===== config.mk =====
export PLATFORM = sky130hd
export DESIGN_NAME = fetch_unit
export DESIGN_NICKNAME = d
export VERILOG_FILES = /design/src/rtl/riscv_pkg.sv /design/src/rtl/fetch_fifo.sv /design/src/rtl/fetch_unit.sv
export SDC_FILE = /design/constraint.sdc
export NUM_CORES = 1
export LEC_CHECK = 0
export CAP_MARGIN = 20
export CORE_UTILIZATION = 50
export CTS_BUF_LIST = sky130_fd_sc_hd__clkbuf_8
export CTS_CLUSTER_DIAMETER = 30
export DETAILED_ROUTE_END_ITERATION = 8
export PLACE_DENSITY = 0.78
export SLEW_MARGIN = 20
export SYNTH_ARGS = -nofsm -noshare
export SYNTH_HDL_FRONTEND = slang
export SYNTH_HIERARCHICAL = 1
export SYNTH_SLANG_ARGS = --single-unit

===== constraint.sdc =====
create_clock -name clk -period 7.9 [get_ports clk]
set_clock_uncertainty 0.2 [all_clocks]
set_input_delay 0.79 -clock clk [delete_from_list [all_inputs] [get_ports clk]]
set_output_delay 0.79 -clock clk [all_outputs]
set_load 0.005 [all_outputs]

===== src/rtl/riscv_pkg.sv =====
// Shared RV32 definitions: widths, opcode constants, and the fetch stage's state and entry types.
package riscv_pkg;

    localparam int unsigned XLEN       = 32;
    localparam int unsigned ILEN_BYTES = 4;

    localparam logic [6:0] OP_R_TYPE = 7'b0110011;
    localparam logic [6:0] OP_I_TYPE = 7'b0010011;
    localparam logic [6:0] OP_LOAD   = 7'b0000011;
    localparam logic [6:0] OP_STORE  = 7'b0100011;
    localparam logic [6:0] OP_BRANCH = 7'b1100011;
    localparam logic [6:0] OP_LUI    = 7'b0110111;
    localparam logic [6:0] OP_AUIPC  = 7'b0010111;
    localparam logic [6:0] OP_JAL    = 7'b1101111;
    localparam logic [6:0] OP_JALR   = 7'b1100111;

    typedef enum logic {
        ST_RUN,
        ST_DRAIN
    } fetch_state_e;

    typedef struct packed {
        logic [XLEN-1:0] pc;
        logic [XLEN-1:0] instr;
    } fetch_entry_t;

endpackage


===== src/rtl/fetch_fifo.sv =====
// Synchronous FIFO of fetch entries with push, pop and flush. DEPTH must be a power of two.
module fetch_fifo
    import riscv_pkg::*;
#(
    parameter int unsigned DEPTH = 2,
    localparam int unsigned PW = $clog2(DEPTH),
    localparam int unsigned CW = $clog2(DEPTH + 1)
) (
    input  logic         clk,
    input  logic         rst,
    input  logic         push,
    input  fetch_entry_t push_data,
    input  logic         pop,
    input  logic         flush,
    output fetch_entry_t head,
    output logic [CW-1:0] count,
    output logic         full,
    output logic         empty
);

    fetch_entry_t  mem_q [DEPTH];
    logic [PW-1:0] wr_ptr_q;
    logic [PW-1:0] rd_ptr_q;
    logic [CW-1:0] count_q;
    logic          do_push;
    logic          do_pop;

    assign full    = (count_q == CW'(DEPTH));
    assign empty   = (count_q == '0);
    assign count   = count_q;
    assign head    = mem_q[rd_ptr_q];
    assign do_push = push && !full && !flush;
    assign do_pop  = pop && !empty && !flush;

    always_ff @(posedge clk) begin
        if (rst || flush) begin
            wr_ptr_q <= '0;
            rd_ptr_q <= '0;
            count_q  <= '0;
        end else begin
            if (do_push) wr_ptr_q <= wr_ptr_q + 1'b1;
            if (do_pop)  rd_ptr_q <= rd_ptr_q + 1'b1;
            case ({do_push, do_pop})
                2'b10:   count_q <= count_q + 1'b1;
                2'b01:   count_q <= count_q - 1'b1;
                default: count_q <= count_q;
            endcase
        end
    end

    // Storage needs no reset; only entries below count_q are ever presented.
    always_ff @(posedge clk) begin
        if (do_push) mem_q[wr_ptr_q] <= push_data;
    end

endmodule


===== src/rtl/fetch_unit.sv =====
// Instruction fetch: owns the PC, issues credit-limited requests, buffers in-order responses.
// Define FETCH_PERF_CNT_EN to add saturating perf_fetched / perf_dropped counters.
module fetch_unit #(
    parameter int unsigned     XLEN     = riscv_pkg::XLEN,
    parameter logic [XLEN-1:0] RESET_PC = '0,
    parameter int unsigned     DEPTH    = 2
) (
    input  logic            clk,
    input  logic            rst,
    output logic            imem_req_valid,
    input  logic            imem_req_ready,
    output logic [XLEN-1:0] imem_req_addr,
    input  logic            imem_rsp_valid,
    input  logic [XLEN-1:0] imem_rsp_data,
    input  logic            redirect_valid,
    input  logic [XLEN-1:0] redirect_pc,
    output logic            if_valid,
    input  logic            if_ready,
    output logic [XLEN-1:0] if_pc,
    output logic [XLEN-1:0] if_instr
`ifdef FETCH_PERF_CNT_EN
    ,
    output logic [31:0]     perf_fetched,
    output logic [31:0]     perf_dropped
`endif
);

    import riscv_pkg::fetch_entry_t;
    import riscv_pkg::fetch_state_e;
    import riscv_pkg::ST_RUN;
    import riscv_pkg::ST_DRAIN;
    import riscv_pkg::ILEN_BYTES;

    localparam int unsigned     CW      = $clog2(DEPTH + 1);
    localparam logic [CW:0]     CREDITS = (CW + 1)'(DEPTH);
    localparam logic [XLEN-1:0] STEP    = XLEN'(ILEN_BYTES);
    localparam logic [XLEN-1:0] ALIGN   = ~XLEN'(ILEN_BYTES - 1);

    logic [XLEN-1:0] pc_q, pc_d;
    logic [XLEN-1:0] rsp_pc_q, rsp_pc_d;
    logic [CW-1:0]   inflight_q, inflight_d;
    logic [CW-1:0]   drop_q, drop_d;
    fetch_state_e    state_q, state_d;

    logic [XLEN-1:0] redirect_target;
    logic [CW-1:0]   count;
    logic            req_fire;
    logic            rsp_discard;
    logic            rsp_push;
    logic            pop;
    logic            fifo_full;
    logic            fifo_empty;
    fetch_entry_t    push_data;
    fetch_entry_t    head;

    assign redirect_target = redirect_pc & ALIGN;
    assign imem_req_addr   = pc_q & ALIGN;

    // Buffered entries hold credits too, so a response always finds a free slot.
    assign imem_req_valid = !rst && !redirect_valid
                          && (({1'b0, inflight_q} + {1'b0, count}) < CREDITS);
    assign req_fire       = imem_req_valid && imem_req_ready;

    assign rsp_discard = imem_rsp_valid && ((drop_q != '0) || redirect_valid);
    assign rsp_push    = imem_rsp_valid && !rsp_discard;
    assign push_data   = '{pc: rsp_pc_q, instr: imem_rsp_data};

    assign if_valid = !rst && !fifo_empty;
    assign pop      = if_valid && if_ready;
    assign if_pc    = head.pc;
    assign if_instr = head.instr;

    fetch_fifo #(
        .DEPTH (DEPTH)
    ) u_fifo (
        .clk       (clk),
        .rst       (rst),
        .push      (rsp_push),
        .push_data (push_data),
        .pop       (pop),
        .flush     (redirect_valid),
        .head      (head),
        .count     (count),
        .full      (fifo_full),
        .empty     (fifo_empty)
    );

    always_comb begin
        pc_d       = pc_q;
        rsp_pc_d   = rsp_pc_q;
        inflight_d = inflight_q;
        drop_d     = drop_q;

        case ({req_fire, imem_rsp_valid})
            2'b10:   inflight_d = inflight_q + 1'b1;
            2'b01:   inflight_d = inflight_q - 1'b1;
            default: inflight_d = inflight_q;
        endcase

        if (req_fire) pc_d = pc_q + STEP;
        if (rsp_push) rsp_pc_d = rsp_pc_q + STEP;
        if (imem_rsp_valid && (drop_q != '0)) drop_d = drop_q - 1'b1;

        // Every request still outstanding after this cycle belongs to the old path.
        if (redirect_valid) begin
            pc_d     = redirect_target;
            rsp_pc_d = redirect_target;
            drop_d   = inflight_d;
        end
    end

    always_comb begin
        state_d = state_q;
        case (state_q)
            ST_RUN:   if (drop_d != '0) state_d = ST_DRAIN;
            ST_DRAIN: if (drop_d == '0) state_d = ST_RUN;
        endcase
    end

    always_ff @(posedge clk) begin
        if (rst) begin
            pc_q       <= RESET_PC;
            rsp_pc_q   <= RESET_PC;
            inflight_q <= '0;
            drop_q     <= '0;
            state_q    <= ST_RUN;
        end else begin
            pc_q       <= pc_d;
            rsp_pc_q   <= rsp_pc_d;
            inflight_q <= inflight_d;
            drop_q     <= drop_d;
            state_q    <= state_d;
        end
    end

    no_push_when_full : assert property (@(posedge clk) disable iff (rst)
        !(rsp_push && fifo_full && !pop && !redirect_valid));

`ifdef FETCH_PERF_CNT_EN
    logic [31:0] fetched_q;
    logic [31:0] dropped_q;

    always_ff @(posedge clk) begin
        if (rst) begin
            fetched_q <= '0;
            dropped_q <= '0;
        end else begin
            if (pop && !redirect_valid && (fetched_q != '1)) fetched_q <= fetched_q + 32'd1;
            if (rsp_discard && (dropped_q != '1))           dropped_q <= dropped_q + 32'd1;
        end
    end

    assign perf_fetched = fetched_q;
    assign perf_dropped = dropped_q;
`endif

endmodule


After elaboration in Yosys (flattened, before gate mapping)
Memory sizes are Yosys's and may differ from the RTL's. A register that Yosys moved wholly into a read port is not among the register bits.
Cells that the tools add are included.

operators by class
  add/subtract/negate cells = 10
  $mul = 0
  divide/modulo/power cells = 0
  order comparisons = 1
  eq/ne operators = 5
  shifts and indexed selects = 0
  muxes and demuxes = 12
  bitwise operators = 0
  reductions and logical operators = 26

operators by type and width
  operator                                                                      count
  32-bit two-way mux                                                            4
  32-bit by 3-bit adder with 32-bit output, second input constant               2
  1-bit logical AND                                                             12
  2-bit nonzero test                                                            5
  2-bit one-hot mux with 2 select lines                                         2
  2-bit == test, second input constant                                          3
  2-bit by 1-bit subtractor with 2-bit output, second input constant            3
  1-bit logical NOT                                                             5
  2-bit by 1-bit adder with 2-bit output, second input constant                 2
  2-bit by 1-bit == test with 1-bit output, second input constant               2
  1-bit two-way mux                                                             4
  2-bit two-way mux                                                             2
  2-bit by 2-bit adder with 3-bit output                                        1
  3-bit by 2-bit less-than comparator with 1-bit output, second input constant  1
  1-bit adder, second input constant                                            2
  2-bit logical NOT                                                             1
  1-bit logical OR                                                              2
  2-bit OR reduction                                                            1

storage, ports and cells
  bits in registers = 72
  latch bits = 0
  RAM bits = 128
  ROM bits = 0
  input bits = 70
  output and inout bits = 98
  word-level logic and storage cells = 64
  memories kept = 1

memories
  memory        words  width  rd ports  clocked after memory_dff  wr ports  line              text
  u_fifo.mem_q  2      64     1         1                         1         fetch_fifo.sv:21  fetch_entry_t mem_q [DEPTH];

Longest topological paths before layout
  word-level depth = 9
  depth in mapped cells = 12

By module
The synthesis kept the hierarchy.

by module, submodules not included
  module      times used  cells each  area an instance (µm²)
  fetch_fifo  1           227         4830.9
  fetch_unit  1           460         3677.3

Worst setup path before layout
Ideal clock, no wire load.

  kind = in2reg
  start point = input redirect_valid
  end point = memory u_fifo/mem_q[0][0] in the netlist's numbering, enable pin
  data arrival time = 4.176 ns
  data required time = 7.214 ns
  path slack = 3.037 ns
  stages = 5
  path buffers = 2
  cells stage by stage = clkbuf_1 > buf_1 > nor2_1 > nand3b_1 > nor2_1

between the ends
  longest elaborated chain between the ends = 8
  elaborated cells between the ends (all ways) = 9

ends and longest elaborated chain
  what                                     line              text
  start: declaration                       fetch_unit.sv:15  input logic redirect_valid,
  1-bit logical OR                         fetch_unit.sv:64  assign rsp_discard = imem_rsp_valid && ((drop_q != '0) || redirect_valid);
  1-bit logical AND                        fetch_unit.sv:64
  1-bit logical NOT                        fetch_unit.sv:65  assign rsp_push = imem_rsp_valid && !rsp_discard;
  1-bit logical AND                        fetch_unit.sv:65
  via rsp_push                             fetch_unit.sv:49  logic rsp_push;
  1-bit logical AND (2 in a row)           fetch_fifo.sv:32  assign do_push = push && !full && !flush;
  1-bit two-way mux                        fetch_fifo.sv:53  if (do_push) mem_q[wr_ptr_q] <= push_data;
  1-bit two-way mux (not written as such)  fetch_fifo.sv:53
  end: declaration                         fetch_fifo.sv:21

The timed path passes the listed nets, and every way through them passes these cells.

Worst setup path in the final report
  start point = register u_fifo.count_q[0], in the netlist u_fifo/count[0]
  end point = register drop_q[1]

between the ends
  longest elaborated chain between the ends = 7
  elaborated cells between the ends (all ways) = 8

ends and longest elaborated chain
  what                                                                       line               text
  start: declaration                                                         fetch_fifo.sv:24   logic [CW-1:0] count_q;
  start signal: assignment                                                   fetch_fifo.sv:44   2'b10: count_q <= count_q + 1'b1;
  start signal: assignment                                                   fetch_fifo.sv:45   2'b01: count_q <= count_q - 1'b1;
  start signal: assignment                                                   fetch_fifo.sv:46   default: count_q <= count_q;
  2-bit by 2-bit adder with 3-bit output (*)                                 fetch_unit.sv:61   && (({1'b0, inflight_q} + {1'b0, count}) < CREDITS);
  3-bit by 2-bit less-than comparator with 1-bit output (*)                  fetch_unit.sv:61
  1-bit logical AND (*)                                                      fetch_unit.sv:61
  1-bit logical AND (*)                                                      fetch_unit.sv:62   assign req_fire = imem_req_valid && imem_req_ready;
  2-bit by 1-bit == test with 1-bit output or 2-bit == test (tied branches)  fetch_unit.sv:94   case ({req_fire, imem_rsp_valid})
  2-bit one-hot mux with 2 select lines (*)                                  fetch_unit.sv:94
  2-bit two-way mux (*)                                                      fetch_unit.sv:105  if (redirect_valid) begin
  end signal: assignment                                                     fetch_unit.sv:131  drop_q <= drop_d;
  end: declaration                                                           fetch_unit.sv:42   logic [CW-1:0] drop_q, drop_d;

Mark *: on every way between the ends. The rest lies on a longest branch, timed or not.
A chain may end at the register's enable or synchronous reset.

==> out/metrics.cfg <==
[outcome]
status = finished clean

[yosys]
synth_warnings = 6
synth_area_um2 = 8500
synthCells = 686
syn_area_per_cell_um2 = 12.4

[global_routing]
track_usage_pct = 23.0
grt_max_degree = 65
overflow = 0
grt_pass1_vias = 6094
grt_antenna_before_repair = 0
grt_pass1_wl_um = 31400

[power_and_ir_drop]
leakage_nw = 3.53
power.density_nw_per_um2 = 188
vdd_ir_drop_max_mv = 0.116

[clock_tree]
cts.repair.resized = 0
worstSkewPairLatency_ns = 0.46
hold_buffers = 0
clockBufferDepth = 2
clkTransAtPathRegs_ns = 0.10
cts_tree = yes
cts-buffers-inserted = 17
cts_setup_buffers = 0
cts_root_buf = clkbuf_8
htree_levels = 4
clkSinkCount = 197

[cells_and_area]
area_growth_pct = 26.0
fill_cells = 1271
n_antenna_cell = 0
layout_common_cells = 162 x clkdlybuf4s50_1, 128 x edfxtp_1, 68 x dfxtp_1
nets = 922
layout-drive-gt1-share_pct = 13.7
fin_area_um2 = 10700
layout_commonest_cell = clkdlybuf4s50_1

[timing]
hold_violations = 0
max_slew_margin_pct = 42.1
worstMarginPinSlew_ns = 0.866
fin_setup_tns_ns = 0
post-route-min-period_ns = 4.31
slew_violations = 0
worst_slack_ns = 3.59
timing.final.crit_share_pct = 54.6
setup_viol = 0
hold_slack_ns = 0.333
fmax_mhz = 232
rsz0062_at_grt = false

[die]
placementRows = 47
dieArea_um2 = 17500
coreArea_um2 = 16600
die_width_um = 132
io_pins = 168
start_util_pct = 51.3
die_y_um = 132

[placement]
routabilityCongestion = 0.914
port_buffers = 163
hpwl_um = 13800
pre_cts_ws_ns = 3.34
placed_cell_area_um2 = 10300

[worst_setup_path]
r2r_start = u_fifo/count[0]$_SDFFE_PP0P_
cp-end-kind = register
cp.arrival_ns = 4.47
cp-start-kind = register
crit_type = reg -> reg
worstPathRequired_ns = 8.06
cp_max_fo = 25
crit_start = u_fifo/count[0]$_SDFFE_PP0P_

[hold_path]
hp-start = rsp_pc_q[26]$_SDFFE_PP0P_
min_path_type = reg -> reg

[route]
wl_per_cell_um = 18.4
via_count = 6175
drt-initial-drc-count = 433
drtPass1Iterations = 5
drc_errors = 0
vias_per_cell = 5.72
antenna_left = 0
wirelength_um = 19900

[run]
drv_cap = 0

==> critical path, stage by stage (launching register included) <==
cell and delay [ns]:
dfxtp_1 0.45, and2_1 0.17, fa_1 0.45, or3b_2 0.56, nor2_1 0.66, inv_1 0.64
ha_1 0.40, xnor2_1 0.15, nor2_1 0.07, xnor2_1 0.18, nor2_1 0.07, o21a_1 0.21
==> sequential cells by signal, indices dropped and copies added (netlist names), named ones only <==
register	cells
rsp_pc_q	30
u_fifo/rd_ptr_q	1
drop_q	2
inflight_q	2
u_fifo/count	2
u_fifo/wr_ptr_q	1
pc_q	30
u_fifo/mem_q	128
==> per-stage QoR <==
stage | util (%) | total power, mW | instances
2_1_floorplan | - | 1.28 | 691
3_3_place_gp | 62.3 | 1.39 | 1047
3_5_place_dp | 62.3 | 1.40 | 1047
4_1_cts | 64.6 | 2.02 | 1079
5_1_grt | 64.6 | 2.08 | 1079
6_report | 64.6 | 2.01 | 1079
==> power by group <==
group / switching, mW / internal (mW)
Combinational: 0.0935 / 0.107
Clock: 0.351 / 0.283
Sequential: 0.0395 / 1.14
Total: 0.484 / 1.53
==> layer usage <==
| metal | GRT usage, % | vias to the layer above | part of all wire (%) |
|---|---|---|---|
| li1 | - | 2892 | - |
| met3 | 5.52 | 33 | 7.3 |
| met5 | 0 | - | 0 |
| met4 | 9.07 | 0 | 2.3 |
| met1 | 30.9 | 2964 | 44 |
| met2 | 35.9 | 286 | 46 |
==> worst paths after layout <==
| kind | endpoint | slack [ns] | cells past startpoint |
|---|---|---|---|
| worst max-delay path | drop_q[1]$_SDFFE_PP0P_ | 3.59 | 11 |
| worst min-delay path | u_fifo/mem_q[0][58]$_DFFE_PP_ | 0.33 | 0 |
| worst max register to register | drop_q[1]$_SDFFE_PP0P_ | 3.59 | 11 |
| worst min register to register | u_fifo/mem_q[0][58]$_DFFE_PP_ | 0.33 | 0 |
==> cell type report <==
cell class | instances | area (µm²) | share of cell area (%)
Clock buffer | 17 | 234 | 2.18
Clock inverter | 15 | 153 | 1.42
Inverter | 17 | 63.8 | 0.596
Multi-Input combinational cell | 444 | 3090 | 28.8
Sequential cell | 197 | 5230 | 48.8
Tap cell | 220 | 275 | 2.57
Timing Repair Buffer | 169 | 1670 | 15.6
No activity file was read; power rests on OpenSTA's default activity.
